$ cat src/rtl/score_pkg.sv
// Shared types and constants for the BCD score counter.
// Used by score_counter_bcd and its per-digit sub-module bcd_digit.
package score_pkg;

  // Game phases: waiting before the first game, playing, finished.
  typedef enum logic [1:0] {
    IDLE = 2'd0,
    RUN  = 2'd1,
    OVER = 2'd2
  } state_t;

  // One packed BCD digit.
  typedef logic [3:0] bcd_digit_t;

  // Largest legal digit value; a digit at BCD_MAX rolls to 0 with carry.
  localparam bcd_digit_t BCD_MAX = 4'd9;

  // Width of the tick prescaler.
  localparam int PRESC_W = 8;

endpackage

$ cat src/rtl/bcd_digit.sv
// One decimal digit of the score counter.
// The digit steps when the global increment is active and every lower digit
// is at 9 (carry_in); carry_out tells the next digit that it must step too.
module bcd_digit
  import score_pkg::*;
(
  input  logic       clk,
  input  logic       rst_n,
  input  logic       clear,
  input  logic       inc,
  input  logic       carry_in,
  output bcd_digit_t value,
  output logic       carry_out
);

  bcd_digit_t r_value;

  // Ripple is combinational so the whole score updates on a single edge.
  assign carry_out = carry_in && (r_value == BCD_MAX);
  assign value     = r_value;

  // Digit register: clear on new game, decimal step on increment.
  // NOTE: clocked state uses non-blocking assignments so every register
  // samples the pre-edge values of its neighbours.
  always_ff @(posedge clk or negedge rst_n) begin
    if (!rst_n) begin
      r_value <= '0;
    end else if (clear) begin
      r_value <= '0;
    end else if (inc && carry_in) begin
      r_value <= (r_value == BCD_MAX) ? '0 : r_value + 4'd1;
    end
  end

endmodule

$ cat src/rtl/score_counter_bcd.sv
// Arcade-style BCD score counter with game FSM, tick prescaler, saturation,
// milestone pulse and optional best-score tracking.
// Optional feature: define SCORE_HISCORE_EN to build the high_score register,
// comparator and new_high pulse; otherwise both outputs are tied to 0.
module score_counter_bcd
  import score_pkg::*;
#(
  parameter int DIGITS          = 4,
  parameter int TICKS_PER_POINT = 6,
  parameter int MILESTONE_DIGIT = 2
) (
  input  logic                clk,
  input  logic                rst_n,
  input  logic                game_start,
  input  logic                game_over,
  input  logic                game_tick,
  output logic [4*DIGITS-1:0] score,
  output logic [4*DIGITS-1:0] high_score,
  output logic                running,
  output logic                milestone,
  output logic                new_high
);

  localparam logic [PRESC_W-1:0] PRESC_LAST = PRESC_W'(TICKS_PER_POINT - 1);

  state_t             r_state;
  state_t             w_state_next;
  logic               r_tick_prev;
  logic [PRESC_W-1:0] r_prescaler;
  logic               r_running;
  logic               r_milestone;

  logic               w_clear;
  logic               w_tick_edge;
  logic               w_count;
  logic               w_point;
  logic               w_inc;
  logic [DIGITS:0]    w_carry;

  // A new game may only be started from outside RUN.
  assign w_clear     = (r_state != RUN) && game_start;
  assign w_tick_edge = game_tick && !r_tick_prev;
  // A tick arriving together with game_over belongs to the finished game.
  assign w_count     = (r_state == RUN) && !game_over && w_tick_edge;
  assign w_point     = w_count && (r_prescaler == PRESC_LAST);
  // Carry out of the top digit means all digits are 9: drop the point.
  assign w_carry[0]  = 1'b1;
  assign w_inc       = w_point && !w_carry[DIGITS];

  genvar g;
  generate
    for (g = 0; g < DIGITS; g++) begin : g_digit
      bcd_digit u_digit (
        .clk       (clk),
        .rst_n     (rst_n),
        .clear     (w_clear),
        .inc       (w_inc),
        .carry_in  (w_carry[g]),
        .value     (score[4*g +: 4]),
        .carry_out (w_carry[g+1])
      );
    end
  endgenerate

  // Next-state logic; game_over wins over game_start while in RUN.
  // NOTE: the default assignment first keeps this block free of latches.
  always_comb begin
    w_state_next = r_state;
    case (r_state)
      IDLE, OVER: if (game_start) w_state_next = RUN;
      RUN:        if (game_over)  w_state_next = OVER;
      default:    w_state_next = IDLE;
    endcase
  end

  // State register plus the registered copy of the RUN indication.
  always_ff @(posedge clk or negedge rst_n) begin
    if (!rst_n) begin
      r_state   <= IDLE;
      r_running <= 1'b0;
    end else begin
      r_state   <= w_state_next;
      r_running <= (w_state_next == RUN);
    end
  end

  // Tick edge detector and prescaler; both restart with a new game.
  always_ff @(posedge clk or negedge rst_n) begin
    if (!rst_n) begin
      r_tick_prev <= 1'b0;
      r_prescaler <= '0;
    end else if (w_clear) begin
      r_tick_prev <= 1'b0;
      r_prescaler <= '0;
    end else begin
      r_tick_prev <= game_tick;
      if (w_count) begin
        r_prescaler <= w_point ? '0 : r_prescaler + PRESC_W'(1);
      end
    end
  end

  // Milestone pulses on the same edge as the score step that carries into
  // the milestone digit.
  always_ff @(posedge clk or negedge rst_n) begin
    if (!rst_n) begin
      r_milestone <= 1'b0;
    end else begin
      r_milestone <= w_inc && w_carry[MILESTONE_DIGIT];
    end
  end

  assign running   = r_running;
  assign milestone = r_milestone;

`ifdef SCORE_HISCORE_EN
  logic [4*DIGITS-1:0] r_high_score;
  logic                r_new_high;
  logic                w_finish;

  assign w_finish = (r_state == RUN) && game_over;

  // Best final score; packed BCD orders exactly like its unsigned value, so
  // a plain magnitude compare is the MSD-first digit compare. Ties keep the
  // stored score.
  always_ff @(posedge clk or negedge rst_n) begin
    if (!rst_n) begin
      r_high_score <= '0;
      r_new_high   <= 1'b0;
    end else begin
      r_new_high <= 1'b0;
      if (w_finish && (score > r_high_score)) begin
        r_high_score <= score;
        r_new_high   <= 1'b1;
      end
    end
  end

  assign high_score = r_high_score;
  assign new_high   = r_new_high;
`else
  assign high_score = '0;
  assign new_high   = 1'b0;
`endif

endmodule

$ cat config.mk
export PLATFORM = sky130hd
export DESIGN_NAME = score_counter_bcd
export DESIGN_NICKNAME = d
export VERILOG_FILES = /design/src/rtl/score_pkg.sv /design/src/rtl/bcd_digit.sv /design/src/rtl/score_counter_bcd.sv
export SDC_FILE = /design/constraint.sdc
export NUM_CORES = 1
export LEC_CHECK = 0
export CORE_ASPECT_RATIO = 2
export CORE_MARGIN = 4
export CORE_UTILIZATION = 50
export DETAILED_ROUTE_END_ITERATION = 10
export PLACE_DENSITY = 0.76
export SLEW_MARGIN = 0
export SYNTH_ARGS = -nofsm -noshare
export SYNTH_HDL_FRONTEND = slang
export SYNTH_SLANG_ARGS = --single-unit
$ cat constraint.sdc
create_clock -name clk -period 3.8 [get_ports clk]
set_clock_uncertainty 0.15 [all_clocks]
set_input_delay 0.76 -clock clk [delete_from_list [all_inputs] [get_ports clk]]
set_output_delay 0.76 -clock clk [all_outputs]
set_load 0.01 [all_outputs]
* Yosys cells after proc, flatten, opt, wreduce, memory -nomap -nowiden *
Index checks and enable logic that the tools add are counted.

storage, ports and cells
  register bits after elaboration = 29
  output and inout bits = 35
  word-level logic and storage cells = 64

operators by class
  eq/ne operators = 9
  add/sub/neg operators = 5
  reductions and logical operators = 22
  multiplexer cells = 19

operator list
  kind                                           number
  two-way mux 4 bit                              12
  two-way mux 8 bit                              3
  adder 4 x 1 -> 4 bit, second input constant    4
  == test 4 bit, second input constant           4
  logical AND 1 bit                              12
  nonzero test 2 bit                             5
  adder 8 x 1 -> 8 bit, second input constant    1
  == test 8 x 3 -> 1 bit, second input constant  1
  == test 2 x 1 -> 1 bit, second input constant  2
  two-way mux 2 bit                              2
  one-hot mux 2 bit (2 select lines)             1
  logical NOT 1 bit                              3
  == test 2 bit, second input constant           1
  logical NOT 2 bit                              1
  != test 2 x 1 -> 1 bit, second input constant  1
  OR reduction 2 bit                             1
  two-way mux 1 bit                              1

* Longest topological paths before layout *
Gate-level depths: netlist of run 1.

  depth in word-level cells = 9
  depth in mapped cells = 8
  depth with buffers taken out = 6

* Modules after synthesis *
A second synthesis of run 1 with hierarchy kept.

unflattened totals
  cells, all modules = 192
  area, all modules = 1791.7 µm²

modules (own cells, without submodules)
  module             times used  area each (µm²)  cells each
  bcd_digit          4           239.0            26
  score_counter_bcd  1           835.8            88

* Worst setup path after synthesis of run 1 *
No wires, ideal clock.

  path type = input-to-reg
  start = input game_over
  end = register g_digit[3].u_digit.r_value[3]
  path slack = 1513 ps
  setup time = 78 ps
  stages on the path = 5
  arrival = 2059 ps
  data required time = 3572 ps
  cells stage by stage = nor4b_4 nand4_1 buf_2 or4_1 a21oi_1

between the ends
  cells in the longest elaborated chain, start to end = 7

RTL lines
  element                         line                     source
  from (decl)                     score_counter_bcd.sv:15  input logic game_over,
  logical NOT 1 bit               score_counter_bcd.sv:44  assign w_count = (r_state == RUN) && !game_over && w_tick_edge;
  logical AND 1 bit (2 in a row)  score_counter_bcd.sv:44
  logical AND 1 bit               score_counter_bcd.sv:45  assign w_point = w_count && (r_prescaler == PRESC_LAST);
  logical AND 1 bit               score_counter_bcd.sv:48  assign w_inc = w_point && !w_carry[DIGITS];
  logical AND 1 bit               bcd_digit.sv:30          end else if (inc && carry_in) begin
  nonzero test 2 bit (no line)    n/a
  to (signal assigned)            bcd_digit.sv:31          r_value <= (r_value == BCD_MAX) ? '0 : r_value + 4'd1;
  to (decl)                       bcd_digit.sv:16          bcd_digit_t r_value;

Every way passes these cells.
A chain may end at the register's enable or synchronous reset.

* Worst setup path after layout of run 1 *
  start = input game_over
  end = register g_digit[2].u_digit.r_value[3]

between the ends
  cells in the longest elaborated chain, start to end = 7

RTL lines
  element                         line
  logical NOT 1 bit               score_counter_bcd.sv:44
  logical AND 1 bit (2 in a row)  score_counter_bcd.sv:44
  logical AND 1 bit               score_counter_bcd.sv:45
  logical AND 1 bit               score_counter_bcd.sv:48
  logical AND 1 bit               bcd_digit.sv:30
  nonzero test 2 bit (no line)    n/a
  to (signal assigned)            bcd_digit.sv:31
  to (decl)                       bcd_digit.sv:16

Every way passes these cells.

==> impl_summary.md, run 1 <==
Logic synthesis
The count of cell types in the netlist is 36. The post-synth design cell area is 1820 sq um. The post-synthesis register bit count is 29. After synthesis, the share of cell area in mux cells is 1.78%. Of the total synthesized cell area, the portion taken by XOR and XNOR cells is 0.480%. The area fraction in compound gates after synthesis is 17.5%.

For this run, the number of Yosys warnings is 0. Each instance of the synthesized netlist takes up on average 9.45 sq um. The adder and majority cell fraction of the synthesized area is 6.86%. By area, the combinational part of the netlist is dominated by simple AND/OR/NAND/NOR gates. Of the synthesized area, sequential elements account for 39.8%.

The synthesized netlist devotes 22.6% of its cell area to simple gates. Synthesis handed over a netlist of 193 instances.

Critical path
The worst endpoint required time is 3.84 ns. For this run, the slowest stage of the critical path takes 0.53 ns. The cell at the slowest stage of the critical path is sky130_fd_sc_hd__or4_1. Walking the worst path, the cells encountered are clkdlybuf4s50_1, nor4b_4, nand4_1, buf_4, or4_1, a21oi_1. In this run the worst path has a maximum fanout of 33.

The critical path startpoint category is a primary input. The arrival time at the worst endpoint is 2.66 ns. The capturing element type of the critical path is a flop. By startpoint and endpoint, the worst setup path is classified as in2reg.

Status
The flow ran to the end, and the final reports show no timing, DRC or antenna violations.

Routing
In the final routed layout, each cell accounts on average for 15.0 um. The DRC violations left is 0. The ratio of routed vias to standard cells is 5.72. The routed wire length is 3990 um. The number of detailed-route iterations in the first pass is 4. The detail route stage leaves a number of antenna-violating nets equal to 0. For this block, the via count after detailed routing is 1517. After the first detailed-routing iteration, the DRC count stood at 28.

STA
The relative slew slack is 43.6%. Setup violations remaining at the end of the flow were counted as 0. The number of hold violations in the final report is 0. For this run, the top clock speed supported by timing is 382 MHz. The final period utilization is 68.8%.

For the final routed database, the setup TNS stands at 0 ns. Setup repair after global routing left no endpoint under its margin. The final critical delay including setup and external delays is 2.62 ns. The pin slew with the least headroom to its limit is 0.846 ns. The final count of pins violating max slew is 0.

Global routing
Global routing used 18.6% of the available tracks across all layers. Entering global routing, the biggest net connects 34 pins. The initial antenna violation count was 0. The via count of the first global-routing pass came to 1519. The first-pass GRT wire length is 6800 um.

For this run the aggregate overflow at the end of global routing stands at 0.

Power and ir drop
The worst-case IR drop observed on VDD is 0.269 mV. The leakage power total is 0.843 nW. The power density relative to cell area is 304 nW/um^2.

Clock network
The H-tree generated during clock tree synthesis spans 2 levels. Once the clock tree was built, the setup fixing pass inserted 0 buffers. The worst-case clock buffer depth is 2. The clock edge transition at the registers on the reported setup and hold paths is 0.06 ns. CTS saw 29 sinks. The number of buffers created by CTS is 5. The clock insertion delay at the later pin of the skew report is 0.28 ns. The count of cells resized by post-cts repair is 0.

The root buffer cell chosen for the clock tree is sky130_fd_sc_hd__clkbuf_8. The number of buffers inserted by hold repair at cts is 0. TritonCTS built the clock tree.

Die
The die outline height is 93.4 um. Pin placement for this block handled 40 I/O pins. The horizontal die dimension is 50.7 um.

The row count is 30. The placeable core area is 3450 sq um. The floorplan step defined a die boundary enclosing 4730 sq um.

For this configuration, the core starts out at a cell density of 52.8%.

Final layout
For this run, the post-layout net count is 231. The number of antenna diodes in the final layout is 0. Summing all multi-input logic gate instances after layout gives 961 sq um.

Summing all flip-flop and latch instances after layout gives 726 sq um. The count of fill cells added during filler insertion is 332. The post-route netlist has 5.07% of its cells at a drive strength greater than 1. The area growth from synthesis to layout is 15.4%. Cells fill 60.9% of the core in the end.

Placed design
The final estimated routing congestion in global placement is 0.735. After legalization and detailed placement, the total HPWL measured 3020 um. Input and output buffers added on the ports amount to 22.

Flow run
The tool flagged a number of max-cap violations equal to 0.

Hold path
The class of the worst hold path is reg2reg.
[cell families (layout without fill, tap and decap cells)]
| kind of cell | count (synthesis) | count (layout) |
|---|---|---|
| xor+xnor | 1 | 1 |
| simple gates | 63 | 63 |
| compound gates | 51 | 51 |
| flops | 29 | 29 |
| other cells | 1 | 17 |
| fa+ha+maj | 10 | 10 |
| mux | 3 | 3 |
| buf+inv | 35 | 43 |
[state kept, by name, indices dropped and copies added (netlist names)]
signal,count
r_prescaler,8
r_tick_prev,1
r_state,2
running,1
milestone,1
g_digit.u_digit.value,16
[area by class of cell]
cell class | instances | area share (%)
Clock buffer | 8 | 3.81
Inverter | 11 | 1.96
Multi-Input combinational cell | 145 | 45.7
Sequential cell | 29 | 34.5
Tap cell | 48 | 2.86
Timing Repair Buffer | 24 | 11.2
[where the power goes]
group	switching, mW	internal (mW)	leakage (nW)
Sequential	0.0113	0.318	0.398
Combinational	0.0469	0.0246	0.405
Clock	0.109	0.130	0.0395
Total	0.167	0.473	0.843
[routing by layer]
layer | wire (um) | GRT usage (%)
met5 | 0 | 0
met4 | 75 | 7.64
met3 | 149 | 3.35
met2 | 2330 | 35.7
met1 | 1430 | 18.9
[worst paths after layout]
| path | from | end | cells past startpoint | slack (ns) |
|---|---|---|---|---|
| worst max-delay path | game_over | g_digit[2].u_digit.value[3] | 6 | 1.18 |
| worst min-delay path | r_prescaler[1] | r_prescaler[1] | 2 | 0.42 |
| worst max register to register | r_prescaler[1] | g_digit[2].u_digit.value[3] | 7 | 1.45 |
| worst min register to register | r_prescaler[1] | r_prescaler[1] | 2 | 0.42 |
| max in group asynchronous | rst_n | g_digit[3].u_digit.value[1] | 2 | 2.51 |
| min in group asynchronous | rst_n | r_state[0] | 2 | 0.72 |
[critical path: cells and delay by family]
kind	cells	cell delay [ns]
AND/OR/NAND/NOR	3	1.00
buffers and inverters	2	0.73
AO/OA/AOI/OAI	1	0.17
[cell usage after synthesis (all sizes together)]
cell	number	area (sq um)
xnor2	1	8.76
o21ai	13	65.1
a211oi	1	7.51
conb	1	3.75
o211ai	4	30.0
nor2	5	18.8
and3b	3	26.3
ha	10	125
nor3	1	5.00
clkbuf	6	22.5
nand3	5	25.0
or4	10	75.1
a21o	1	7.51
or3	7	43.8
and2	4	25.0
inv	11	41.3
a2111o	1	11.3
o31ai	6	45.0
and4	2	17.5
a21oi	16	80.1
nor4	1	6.26
nor3b	2	15.0
dfrtp	29	726
mux2i	1	10.0
nand3b	4	30.0
o311ai	2	17.5
mux2	2	22.5
a31oi	2	12.5
nand2b	1	6.26
o41ai	4	35.0
a22oi	1	7.51
nand4	4	25.0
buf	18	133
nor4b	2	47.6
nand2	12	45.0
[cells in the final DEF (no fill, tap or decap), drive strengths merged, types with 2 or more instances in the layout]
master,Yosys,final
a21oi,16,16
a31oi,2,2
and2,4,4
and3b,3,3
and4,2,2
buf,18,2
clkbuf,6,8
clkdlybuf4s50,0,22
conb,1,17
dfrtp,29,29
ha,10,10
inv,11,11
mux2,2,2
nand2,12,12
nand3,5,5
nand3b,4,4
nand4,4,4
nor2,5,5
nor3b,2,2
nor4b,2,2
o211ai,4,4
o21ai,13,13
o311ai,2,2
o31ai,6,6
o41ai,4,4
or3,7,7
or4,10,10
[per-stage QoR]
| step | total power [mW] | instance area (sq um) | std cells | worst slack [ns] | hold WS (ns) |
|---|---|---|---|---|---|
| floorplan | 0.393 | 1880 | 209 | 1.51 | 0.314 |
| global placement | 0.403 | 2020 | 257 | 0.965 | 0.382 |
| detailed placement | 0.407 | 2020 | 257 | 0.892 | 0.397 |
| CTS | 0.647 | 2100 | 265 | 1.18 | 0.414 |
| global route | 0.673 | 2100 | 265 | 1.06 | 0.452 |
| finish | 0.640 | 2100 | 265 | 1.18 | 0.415 |
No activity file was read; power rests on OpenSTA's default activity.
==> run 2: changes to the inputs <==
Clock period 3.8 ns to 2.74 ns, I/O delays scaled along.
==> impl_summary.md, run 2 (synthesis results as in run 1) <==
Power and ir drop
Summed over all cells, the static leakage comes to 0.862 nW. The worst voltage drop across the vdd grid is 0.358 mV. The clock network burns 37.8% of the power.

The net load switching power is 251 uW. Of the total power, the share spent switching nets is 27.6%. In this run the power density over the cells is 427 nW/um^2.

The cell-internal power is 657 uW. Sequential cells account for 50.3% of the total power. The relative contribution of combinational cells to total power is 11.9%.

Clock network
The clock tree from TritonCTS is done. After clock tree synthesis, the clock-pin slew on the worst setup and hold paths is 0.06 ns. The number of clock sinks is 29.

The total number of H-tree levels is 2. Counting along the longest clock path gives a buffer depth of 2. The number of buffers inserted by hold repair at cts is 0.

The library cell used as clock root buffer is sky130_fd_sc_hd__clkbuf_8. The count of buffers added by post-CTS timing repair for setup is 0. The count of cells resized by post-cts repair is 0. Buffers inserted during clock tree synthesis total 5. The clock reaches the later pin of the worst-skew pair after 0.29 ns.

Placed design
The port buffer count is 22. The number of placed cells counting well taps is 260. The congestion estimate from routability-driven global placement came to 0.778. The HPWL after detailed placement is 3110 um. The placement-stage worst setup slack is 0.0516 ns.

Final layout
The most common cell after layout, fill and taps aside is sky130_fd_sc_hd__dfrtp_1. The ratio of cells with drive above 1 in the final layout is 7.27%. The number of flip-flops under the largest register name is 16. The number of antenna diodes is 0. In the layout the commonest cells are 29 x sky130_fd_sc_hd__dfrtp_1, 22 x sky130_fd_sc_hd__clkdlybuf4s50_1, 17 x sky130_fd_sc_hd__conb_1. In the final design database the tool counted 234 nets. The count of cells in the finished layout, fillers not included, comes to 268. Compared with the post-synthesis result, the final layout area differs by 16.7%.

Hold path
The worst hold path passes through 2 cells. The path class of the tightest hold or removal check is reg2reg.

Global routing
The busiest layer in global routing is met2. The first global-routing pass estimated 7130 um of wire. In the global route stage, met2 resource usage came out at 36.8%. Across every metal layer, demand over resource in global routing totals 19.8%. The initial antenna violation count is 0. The via count of the first global-routing pass is 1554.

In the global route stage, met3 resource usage came out at 4.63%. The largest net degree at the start of global routing is 30. The met1 track utilization from global routing is 18.8%. After global routing the overflow that remains totals 0.

Critical path
The arrival time at the worst endpoint is 2.44 ns. The kind of critical path is in2reg. The capturing element type of the critical path is a flop.

For the worst flop-to-flop path, the logic depth is 7. The worst endpoint required time is 2.80 ns. The worst setup path is launched from a primary input.

The critical-path maximum fanout is 16.

Routing
The detailed-route wire length per cell is 15.7 um. The final antenna-violating net count is 0. The ratio of routed vias to standard cells is 5.88. The number of detailed-route iterations in the first pass is 4.

In the routed design, unresolved DRC markers number 0. The number of design-rule violations left by the first detailed-router iteration is 18. The routed wire length is 4200 um.

The number of vias after detailed routing is 1577.

Flow run
The tool flagged a number of max-cap violations equal to 0.

STA
Setup repair after global routing left no endpoint under its margin. The final critical delay including setup and external delays is 2.38 ns. The total setup violations reported at the end of the flow is 0.

The maximum clock rate is 420 MHz. The final period utilization is 86.9%. For the pin with the worst max-slew slack, the measured transition is 0.680 ns.

Measured against its own limit, the worst slew margin works out to 54.7%. The number of hold violations in the final report is 0. The setup TNS after final layout is 0 ns. Setup slack closes at 0.360 ns. The final count of pins violating max slew is 0.

Die
From left edge to right edge, the die measures 50.7 um. The initial core utilization is 52.8%. The die is 93.4 um tall. 40 I/O pins were placed. The overall die area is 4730 sq um. Row generation in the floorplan step produced 30 rows. The core region is 3450 sq um.

Status
The flow ran to the end, and the final reports show no timing, DRC or antenna violations.
[run 2: cell count changes in the layout (fill, tap and decap cells not counted)]
cell and delta:
sky130_fd_sc_hd__buf_4 +3, sky130_fd_sc_hd__clkbuf_1 -2, sky130_fd_sc_hd__clkinv_2 +2
[run 2: final timing paths]
| path | startpoint | end | slack [ns] |
|---|---|---|---|
| min | r_prescaler[1] | r_prescaler[1] | 0.41 |
| min in group asynchronous | rst_n | g_digit[2].u_digit.value[0] | 0.50 |
| max in group asynchronous | rst_n | g_digit[3].u_digit.value[2] | 1.66 |
| max | game_over | g_digit[3].u_digit.value[1] | 0.36 |
| min reg2reg | r_prescaler[1] | r_prescaler[1] | 0.41 |
| max reg2reg | r_prescaler[1] | g_digit[3].u_digit.value[1] | 0.38 |
[run 2: per-stage QoR]
stage	hold slack, ns	cell area (sq um)	utilization [%]	power [mW]
after floorplan	0.102	1880	-	0.544
after global placement	0.384	2050	59.2	0.566
after detailed placement	0.391	2050	59.2	0.570
after CTS	0.404	2130	61.6	0.920
after global routing	0.455	2130	61.6	0.957
final	0.405	2130	61.6	0.908
[run 2: critical path, stage by stage]
cell and delay (ns):
sky130_fd_sc_hd__clkdlybuf4s50_1 0.48, sky130_fd_sc_hd__nor4b_4 0.35, sky130_fd_sc_hd__nand4_1 0.16, sky130_fd_sc_hd__buf_4 0.22
sky130_fd_sc_hd__or4_1 0.51, sky130_fd_sc_hd__a21oi_1 0.17
[run 2: layout make-up]
cell class              instances  area (sq um)
multi-input cells             145           961
fillers                       318          1330
inverters                      11          41.3
repair buffers                 27           258
well taps                      48          60.1
clock buffers                   6          72.6
flip-flops and latches         29           726
clock inverters                 2          10.0
[run 2: power groups by stage]
stage | clock (mW) | sequential [mW] | combinational [mW]
2_1_floorplan | 0 | 0.462 | 0.0820
3_3_place_gp | 0 | 0.463 | 0.103
3_5_place_dp | 0 | 0.464 | 0.106
4_1_cts | 0.355 | 0.456 | 0.109
5_1_grt | 0.377 | 0.459 | 0.121
6_report | 0.343 | 0.457 | 0.108
[run 2: per-layer routing]
layer | part of all wire, % | vias to the layer above
li1 | - | 730
met1 | 35 | 791
met2 | 58 | 43
met3 | 3.8 | 13
met4 | 3.2 | 0
met5 | 0 | -
